`config.mk`:
```
export PLATFORM = sky130hd
export DESIGN_NAME = pipeline_ctrl_flat
export DESIGN_NICKNAME = d
export VERILOG_FILES = /design/src/rtl/pipeline_ctrl_pkg.sv /design/src/rtl/pipeline_ctrl_if.sv /design/src/rtl/pipeline_ctrl_perf_counter.sv /design/src/rtl/pipeline_ctrl.sv /design/src/flat_wrapper.sv
export SDC_FILE = /design/constraint.sdc
export NUM_CORES = 1
export LEC_CHECK = 0
export CAP_MARGIN = 20
export CORE_MARGIN = 1
export CORE_UTILIZATION = 50
export CTS_BUF_LIST = sky130_fd_sc_hd__clkbuf_2 sky130_fd_sc_hd__clkbuf_4 sky130_fd_sc_hd__clkbuf_8
export DETAILED_ROUTE_END_ITERATION = 10
export MAX_ROUTING_LAYER = met4
export PLACE_DENSITY = 0.87
export SLEW_MARGIN = 15
export SYNTH_ARGS = -nofsm -noshare
export SYNTH_HDL_FRONTEND = slang
export SYNTH_HIERARCHICAL = 1
export SYNTH_SLANG_ARGS = --single-unit
```
`constraint.sdc`:
```
create_clock -name clk -period 3.52 [get_ports clk]
set_clock_uncertainty 0.15 [all_clocks]
set_input_delay 0.704 -clock clk [delete_from_list [all_inputs] [get_ports clk]]
set_output_delay 0.704 -clock clk [all_outputs]
set_load 0.05 [all_outputs]
```
`src/rtl/pipeline_ctrl_pkg.sv`:
```
// Shared types and constants for the pipeline hazard/sequencing controller.
package pipe_ctrl_pkg;
  localparam int          REG_ADDR_W = 5;
  localparam logic [31:0] NOP_INSTR  = 32'h0000_0013;  // addi x0, x0, 0

  typedef enum logic [1:0] {RUN, MD_WAIT, HALT} ctrl_state_t;

  typedef struct packed {
    logic pc_write;
    logic if_id_write;
    logic id_ex_write;
    logic if_id_flush;
    logic id_ex_flush;
    logic ex_mem_bubble;
    logic md_start;
    logic md_result_valid;
    logic halt_ack;
  } ctrl_out_t;

  localparam ctrl_out_t CTRL_DEFAULT = '{pc_write: 1'b1, if_id_write: 1'b1, id_ex_write: 1'b1,
                                         default: 1'b0};
  localparam ctrl_out_t CTRL_RESET   = '{if_id_flush: 1'b1, id_ex_flush: 1'b1,
                                         ex_mem_bubble: 1'b1, default: 1'b0};

  function automatic logic load_use(input logic mem_read, input logic [REG_ADDR_W-1:0] rd,
                                    input logic [REG_ADDR_W-1:0] rs1,
                                    input logic [REG_ADDR_W-1:0] rs2);
    return mem_read && (rd != '0) && ((rd == rs1) || (rd == rs2));
  endfunction
endpackage

```
`src/rtl/pipeline_ctrl_if.sv`:
```
// Hazard inputs and pipeline control outputs; master is the controller side.
interface pipeline_ctrl_if
  import pipe_ctrl_pkg::*;
#(
  parameter int CNT_W = 32
);
  logic [REG_ADDR_W-1:0] Rs1_IF_ID, Rs2_IF_ID, Rd_ID_EX;
  logic                  Mem_Read_ID_EX, Md_Op_ID_EX, Branch_Taken_EX, Halt_Req;
  logic                  PC_Write, IF_ID_Write, ID_EX_Write, IF_ID_Flush, ID_EX_Flush;
  logic                  EX_MEM_Bubble, Md_Start, Md_Result_Valid, Halt_Ack;
  logic [CNT_W-1:0]      Stall_Cnt, Flush_Cnt;

  modport master (
    input  Rs1_IF_ID, Rs2_IF_ID, Rd_ID_EX, Mem_Read_ID_EX, Md_Op_ID_EX, Branch_Taken_EX, Halt_Req,
    output PC_Write, IF_ID_Write, ID_EX_Write, IF_ID_Flush, ID_EX_Flush,
           EX_MEM_Bubble, Md_Start, Md_Result_Valid, Halt_Ack, Stall_Cnt, Flush_Cnt
  );

  modport slave (
    output Rs1_IF_ID, Rs2_IF_ID, Rd_ID_EX, Mem_Read_ID_EX, Md_Op_ID_EX, Branch_Taken_EX, Halt_Req,
    input  PC_Write, IF_ID_Write, ID_EX_Write, IF_ID_Flush, ID_EX_Flush,
           EX_MEM_Bubble, Md_Start, Md_Result_Valid, Halt_Ack, Stall_Cnt, Flush_Cnt
  );
endinterface

```
`src/rtl/pipeline_ctrl_perf_counter.sv`:
```
// Wrapping event counter with enable.
module perf_counter #(
  parameter int CNT_W = 32
) (
  input  logic             clk,
  input  logic             rst_n,
  input  logic             en,
  output logic [CNT_W-1:0] cnt
);
  logic [CNT_W-1:0] cnt_q, cnt_d;

  always_comb cnt_d = en ? cnt_q + 1'b1 : cnt_q;

  always_ff @(posedge clk or negedge rst_n)
    if (!rst_n) cnt_q <= '0;
    else        cnt_q <= cnt_d;

  assign cnt = cnt_q;
endmodule

```
`src/rtl/pipeline_ctrl.sv`:
```
// Hazard controller: load-use stalls, redirect flushes, MUL/DIV occupancy, debug halt.
module pipeline_ctrl
  import pipe_ctrl_pkg::*;
#(
  parameter int MD_LAT = 4,
  parameter int CNT_W  = 32
) (
  input  logic              clk,
  input  logic              rst_n,
  pipeline_ctrl_if.master   bus
);
  localparam logic [3:0] MD_INIT = 4'(MD_LAT - 2);

  ctrl_state_t state_q, state_d;
  logic [3:0]  md_cnt_q, md_cnt_d;
  ctrl_out_t   o;
  logic        lu, flush_en, stall_en;

  always_comb
    lu = load_use(bus.Mem_Read_ID_EX, bus.Rd_ID_EX, bus.Rs1_IF_ID, bus.Rs2_IF_ID);

  always_comb begin
    o        = CTRL_DEFAULT;
    state_d  = state_q;
    md_cnt_d = md_cnt_q;
    flush_en = 1'b0;
    case (state_q)
      RUN: begin
        if (bus.Branch_Taken_EX) begin
          o.if_id_flush = 1'b1;
          o.id_ex_flush = 1'b1;
          flush_en      = 1'b1;
        end else if (bus.Md_Op_ID_EX) begin
          o.md_start      = 1'b1;
          o.pc_write      = 1'b0;
          o.if_id_write   = 1'b0;
          o.id_ex_write   = 1'b0;
          o.ex_mem_bubble = 1'b1;
          md_cnt_d        = MD_INIT;
          state_d         = MD_WAIT;
        end else if (lu) begin
          // Single bubble: the load is in MEM next cycle, so no state is needed.
          o.pc_write    = 1'b0;
          o.if_id_write = 1'b0;
          o.id_ex_flush = 1'b1;
        end else if (bus.Halt_Req) begin
          state_d = HALT;
        end
      end
      MD_WAIT: begin
        if (md_cnt_q == '0) begin
          o.md_result_valid = 1'b1;
          state_d           = bus.Halt_Req ? HALT : RUN;
        end else begin
          o.pc_write      = 1'b0;
          o.if_id_write   = 1'b0;
          o.id_ex_write   = 1'b0;
          o.ex_mem_bubble = 1'b1;
          md_cnt_d        = md_cnt_q - 1'b1;
        end
      end
      HALT: begin
        // The release cycle already advances normally with Halt_Ack low.
        if (bus.Halt_Req) begin
          o.halt_ack      = 1'b1;
          o.pc_write      = 1'b0;
          o.if_id_write   = 1'b0;
          o.id_ex_write   = 1'b0;
          o.ex_mem_bubble = 1'b1;
        end else begin
          state_d = RUN;
        end
      end
      default: state_d = RUN;
    endcase
    if (!rst_n) begin
      o        = CTRL_RESET;
      flush_en = 1'b0;
    end
  end

  always_ff @(posedge clk or negedge rst_n)
    if (!rst_n) begin
      state_q  <= RUN;
      md_cnt_q <= '0;
    end else begin
      state_q  <= state_d;
      md_cnt_q <= md_cnt_d;
    end

  always_comb stall_en = rst_n && !o.pc_write;

  perf_counter #(.CNT_W(CNT_W)) u_stall_cnt (
    .clk(clk), .rst_n(rst_n), .en(stall_en), .cnt(bus.Stall_Cnt)
  );
  perf_counter #(.CNT_W(CNT_W)) u_flush_cnt (
    .clk(clk), .rst_n(rst_n), .en(flush_en), .cnt(bus.Flush_Cnt)
  );

  assign bus.PC_Write        = o.pc_write;
  assign bus.IF_ID_Write     = o.if_id_write;
  assign bus.ID_EX_Write     = o.id_ex_write;
  assign bus.IF_ID_Flush     = o.if_id_flush;
  assign bus.ID_EX_Flush     = o.id_ex_flush;
  assign bus.EX_MEM_Bubble   = o.ex_mem_bubble;
  assign bus.Md_Start        = o.md_start;
  assign bus.Md_Result_Valid = o.md_result_valid;
  assign bus.Halt_Ack        = o.halt_ack;
endmodule

```
`src/flat_wrapper.sv`:
```
// flat-port wrapper written by rule: the top's interface ports become plain ports
module pipeline_ctrl_flat import pipe_ctrl_pkg::*;
#(
  parameter int MD_LAT = 4,
  parameter int CNT_W  = 32
)
  (clk, rst_n, bus_Rs1_IF_ID, bus_Rs2_IF_ID, bus_Rd_ID_EX, bus_Mem_Read_ID_EX, bus_Md_Op_ID_EX, bus_Branch_Taken_EX, bus_Halt_Req, bus_PC_Write, bus_IF_ID_Write, bus_ID_EX_Write, bus_IF_ID_Flush, bus_ID_EX_Flush, bus_EX_MEM_Bubble, bus_Md_Start, bus_Md_Result_Valid, bus_Halt_Ack, bus_Stall_Cnt, bus_Flush_Cnt);
  pipeline_ctrl_if #(.CNT_W(CNT_W)) bus_i ();
  input  logic clk;
  input  logic rst_n;
  input wire logic [$bits(bus_i.Rs1_IF_ID)-1:0] bus_Rs1_IF_ID;
  input wire logic [$bits(bus_i.Rs2_IF_ID)-1:0] bus_Rs2_IF_ID;
  input wire logic [$bits(bus_i.Rd_ID_EX)-1:0] bus_Rd_ID_EX;
  input wire logic [$bits(bus_i.Mem_Read_ID_EX)-1:0] bus_Mem_Read_ID_EX;
  input wire logic [$bits(bus_i.Md_Op_ID_EX)-1:0] bus_Md_Op_ID_EX;
  input wire logic [$bits(bus_i.Branch_Taken_EX)-1:0] bus_Branch_Taken_EX;
  input wire logic [$bits(bus_i.Halt_Req)-1:0] bus_Halt_Req;
  output wire logic [$bits(bus_i.PC_Write)-1:0] bus_PC_Write;
  output wire logic [$bits(bus_i.IF_ID_Write)-1:0] bus_IF_ID_Write;
  output wire logic [$bits(bus_i.ID_EX_Write)-1:0] bus_ID_EX_Write;
  output wire logic [$bits(bus_i.IF_ID_Flush)-1:0] bus_IF_ID_Flush;
  output wire logic [$bits(bus_i.ID_EX_Flush)-1:0] bus_ID_EX_Flush;
  output wire logic [$bits(bus_i.EX_MEM_Bubble)-1:0] bus_EX_MEM_Bubble;
  output wire logic [$bits(bus_i.Md_Start)-1:0] bus_Md_Start;
  output wire logic [$bits(bus_i.Md_Result_Valid)-1:0] bus_Md_Result_Valid;
  output wire logic [$bits(bus_i.Halt_Ack)-1:0] bus_Halt_Ack;
  output wire logic [$bits(bus_i.Stall_Cnt)-1:0] bus_Stall_Cnt;
  output wire logic [$bits(bus_i.Flush_Cnt)-1:0] bus_Flush_Cnt;
  assign bus_i.Rs1_IF_ID = bus_Rs1_IF_ID;
  assign bus_i.Rs2_IF_ID = bus_Rs2_IF_ID;
  assign bus_i.Rd_ID_EX = bus_Rd_ID_EX;
  assign bus_i.Mem_Read_ID_EX = bus_Mem_Read_ID_EX;
  assign bus_i.Md_Op_ID_EX = bus_Md_Op_ID_EX;
  assign bus_i.Branch_Taken_EX = bus_Branch_Taken_EX;
  assign bus_i.Halt_Req = bus_Halt_Req;
  assign bus_PC_Write = bus_i.PC_Write;
  assign bus_IF_ID_Write = bus_i.IF_ID_Write;
  assign bus_ID_EX_Write = bus_i.ID_EX_Write;
  assign bus_IF_ID_Flush = bus_i.IF_ID_Flush;
  assign bus_ID_EX_Flush = bus_i.ID_EX_Flush;
  assign bus_EX_MEM_Bubble = bus_i.EX_MEM_Bubble;
  assign bus_Md_Start = bus_i.Md_Start;
  assign bus_Md_Result_Valid = bus_i.Md_Result_Valid;
  assign bus_Halt_Ack = bus_i.Halt_Ack;
  assign bus_Stall_Cnt = bus_i.Stall_Cnt;
  assign bus_Flush_Cnt = bus_i.Flush_Cnt;
  pipeline_ctrl #(.MD_LAT(MD_LAT), .CNT_W(CNT_W)) u_core (.clk(clk), .rst_n(rst_n), .bus(bus_i));
endmodule
```
# Word-level counts from Yosys, hierarchy flattened
# Cells that the tools add are included.
# totals
word_cells,65
register_bits,70
# op_classes
n_reduce_logical,11
eq_ne,11
add_sub_neg,3
muxes,36
# op_table
operator,count
$add A32 B1 Y32 const B,2
$mux W2,12
$mux W1,13
$mux W4,3
$eq A5 B5 Y1,2
$mux W3,3
$mux W9,1
$pmux W3 S3,1
$ne A2 B2 Y1 const B,4
$pmux W4 S2,1
$ne A3 B3 Y1 const B,2
$pmux W2 S3,1
$reduce_and A5 Y1,1
$reduce_bool A5 Y1,1
$logic_not A4 Y1,1
$reduce_and A4 Y1,1
$sub A4 B1 Y4 const B,1
$logic_and A1 B1 Y1,3
$pmux W1 S3,1
$eq A2 B1 Y1 const B,1
$eq A2 B2 Y1 const B,1
$logic_not A2 Y1,1
$ne A2 B1 Y1 const B,1
$reduce_bool A2 Y1,1
other kinds (2),2

# Longest topological paths before layout
# depth
depth_word,10
depth_mapped,10
ltp_nobuf,10

# Hierarchy
# The synthesis kept the hierarchy.
# modules_own_cells
module,cells_per_inst,instances,area_per_inst_um2
perf_counter,123,2,1448.9
pipeline_ctrl,76,1,613.1

# Least setup slack after synthesis
# Ideal clock, no wire load.
# synth_path
kind,register to output
from,reg u_core.md_cnt_q[0]
to,out bus_PC_Write
path_slack_ns,-0.054
t_arrival_ns,2.720
stages_incl_launch_ff,9
cell_sequence,dfrtp_1 > inv_1 > ha_1 > or3b_4 > a31oi_1 > nand2_1 > inv_1 > o21a_1 > buf_4
# synth_between
elab_chain_len,4
# synth_rtl
element,line_no,rtl
from (decl),pipeline_ctrl.sv:15,"logic [3:0] md_cnt_q, md_cnt_d;"
from (signal assigned),pipeline_ctrl.sv:88,md_cnt_q <= md_cnt_d;
$logic_not A4 Y1,pipeline_ctrl.sv:51,if (md_cnt_q == '0) begin
$mux W3,pipeline_ctrl.sv:51,
$pmux W3 S3,pipeline_ctrl.sv:27,case (state_q)
$mux W9,pipeline_ctrl.sv:76,if (!rst_n) begin
to (decl),flat_wrapper.sv:18,output wire logic [$bits(bus_i.PC_Write)-1:0] bus_PC_Write;
# Every way passes these cells.

# Final worst setup path
# layout_path
from,in bus_Branch_Taken_EX
to,out bus_IF_ID_Write
# layout_between
elab_chain_len,3
# layout_rtl
element,line_no,rtl
from (decl),flat_wrapper.sv:16,input wire logic [$bits(bus_i.Branch_Taken_EX)-1:0] bus_Branch_Taken_EX;
$mux W3,pipeline_ctrl.sv:29,if (bus.Branch_Taken_EX) begin
$pmux W3 S3,pipeline_ctrl.sv:27,
$mux W9,pipeline_ctrl.sv:76,
to (decl),flat_wrapper.sv:19,output wire logic [$bits(bus_i.IF_ID_Write)-1:0] bus_IF_ID_Write;
# Every way passes these cells.

==> qor.yml <==
slew_headroom: 0.500
ys_ff_latch: 70
setup_ws_ns: 0.175
synthDistinctLibCells: 46
reg2reg_depth: 11
synthAdderAreaFrac: 0.0107
status: "finished clean"
syn_inst: 322
critPathBufInv: 4
firstDrtPassIters: 4
synth_xor_area_frac: 0.180
drive_gt1_frac: 0.126
yosys.area.top_type: "dfrtp_1"
power_density_nw_per_um2: 522
yosys.area.top_type_share: 0.499
gr-total-overflow: 0
diodes: 0
drt_iter0_markers: 142
drc: 0
crit_path_cell_trace: "clkdlybuf4s50_1 -> buf_4 -> or3b_2 -> a21o_2 -> nand2_2 -> clkinvlp_4 -> o21a_1 -> buf_12"
start_util: 0.517
min_path_type: "primary input to async pin"
synth.avg_cell_area_sq_um: 10.9
cts_root_buf: "clkbuf_8"
ys.flop_type: "dfrtp_1"
cts_resized: 0
wl_um: 8000
setup_viol_count_final: 0
synthSimpleGateAreaFrac: 0.244
cts_tree: "yes"
path_class: "primary input to output pin"
muxShareOfSynthArea: 0.00641
startpoint: "bus_Branch_Taken_EX"
gp_congestion: 0.787
cts_htree_levels: 3
fmax_ghz: 0.299
dieArea_sq_um: 7360
synthesis.nets: 346
synthesis.area_sq_um: 3510
cpPeakStageDelay_ns: 0.43
numCtsBuffers: 9
ys_seq_area_frac: 0.499
hpwl_um: 6050
synth_compound_area_frac: 0.0428
fp.coreArea_sq_um: 6790
rsz0062_at_grt: "false"
fillCellCount: 476
synth_top_family_by_area: "simple AND/OR/NAND/NOR gates"
nets: 457
hold_buffers: 0
syn_to_final_growth_pct: 37.6
synth.most_common_cell: "dfrtp_1"
yosys-top-cells-area: "dfrtp_1, xnor2_1, xor2_1"
grt_use_total: 0.240
pre_cts_ws_ns: -0.0796
io_pins: 94
drtAntennaViolNets: 0
min_period_over_period: 0.950
crit_fanout: 5
maxCapViolations: 0
grt_max_degree: 58
clkSinkCount: 70
synth_edf_count: 0
tightest_slew_ns: 0.744
final_cells: 532
cts_setup_buffers: 0
grt_pass1_vias: 2844
leakage_nw: 2.07
worstSetupStartpointType: "primary input"
slowest_stage: "or3b_2"
chipHeight_um: 85.8
antenna_found_initial: 0
period_needed_ns: 3.34
clock_path_buffers: 2
port_buffers: 93
crit_arrival_ns: 2.49
path_delay_family: "buffers and inverters"
r2r_start: "u_core/md_cnt_q[0]"
slew_viol_final: 0
clock_latency_ns: 0.34
placed_cells: 518
die_w_um: 85.8
clk_pin_slew_ns: 0.07
cp-end-kind: "output pin"
critical_path_depth: 8
wire_per_inst_um: 15.0
via_per_inst: 5.42
rows: 30
hold_viol_final: 0
vias: 2883
synth_commonest_cells: "dfrtp_1, xnor2_1, nand2_1, xor2_1"
async_flop_share: 1.00
max-vdd-ir-drop_uv: 545
ys.warnings.count: 6
grt_pass1_wl_um: 13400
crit_required_ns: 2.67
## flip-flops by register name, summed over array words and instances, names as in the netlist
name                    count
u_core/md_cnt_q             4
u_core/state_q              2
u_core/u_flush_cnt/cnt     32
u_core/u_stall_cnt/cnt     32
## power by group
group,switching [mW],internal (mW)
logic,0.560,0.360
clock network,0.288,0.264
registers,0.152,0.898
## path summary, 6_finish.rpt
| check | endpoint | slack (ns) |
|---|---|---|
| worst max-delay path | bus_IF_ID_Write | 0.18 |
| max in group asynchronous | u_core/u_stall_cnt/cnt[21] | 2.33 |
| worst min-delay path | u_core/md_cnt_q[1] | 0.21 |
| min in group clk | u_core/u_stall_cnt/cnt[31] | 0.34 |
| worst max register to register | u_core/u_stall_cnt/cnt[19] | 0.31 |
| worst min register to register | u_core/u_stall_cnt/cnt[31] | 0.34 |
## routing by layer
layer | global-route usage | part of all wire | vias up | routed length (um)
met5 | - | 0 | - | 0
met4 | 0.0742 | 0.010 | 0 | 82
met3 | 0.0549 | 0.036 | 11 | 287
met2 | 0.385 | 0.51 | 80 | 4060
met1 | 0.305 | 0.45 | 1421 | 3570
li1 | - | - | 1371 | -
## stage by stage
step	util	hold WS [ns]	TNS [ns]	instance area, sq um	power, mW
floorplan	-	0.258	0	3520	1.65
global placement	0.687	0.309	0	4670	1.95
detailed placement	0.687	0.331	-0.228	4670	1.98
CTS	0.711	0.205	0	4830	2.54
global route	0.711	0.210	0	4830	2.65
finish	0.711	0.208	0	4830	2.52
## cell type report
class / count / area [sq um] / area share
Tap cell: 96 / 120 / 0.0249
Timing Repair Buffer: 103 / 1060 / 0.219
Sequential cell: 70 / 1750 / 0.363
Clock inverter: 4 / 25.0 / 0.00518
Multi-Input combinational cell: 239 / 1700 / 0.352
Inverter: 10 / 41.3 / 0.00854
Clock buffer: 10 / 138 / 0.0285
## kinds of logic (layout without fill, tap and decap cells)
| family | Yosys count | in the layout |
|---|---|---|
| multiplexers | 2 | 2 |
| adder cells (fa/ha/maj) | 3 | 3 |
| buffers and inverters | 13 | 127 |
| AND/OR/NAND/NOR | 141 | 141 |
| flip-flops | 70 | 70 |
| AO/OA/AOI/OAI | 21 | 21 |
| XOR/XNOR | 72 | 72 |
## cells in the final DEF, fill, tap and decap left out, types with 3 or more instances in the layout
master           count
clkdlybuf4s50_1     84
dfrtp_1             70
xnor2_1             48
nand2_1             26
xor2_1              24
nand3_1             20
nand4_1             20
nor3_1              13
buf_4               12
nor2_1              11
clkbuf_8            10
inv_1                9
and3_1               8
nor4_1               8
buf_12               6
and4_1               6
and2_1               5
a21oi_1              4
nor4_2               4
clkinvlp_4           3
or4_1                3
ha_1                 3
No activity file was read; power rests on OpenSTA's default activity.
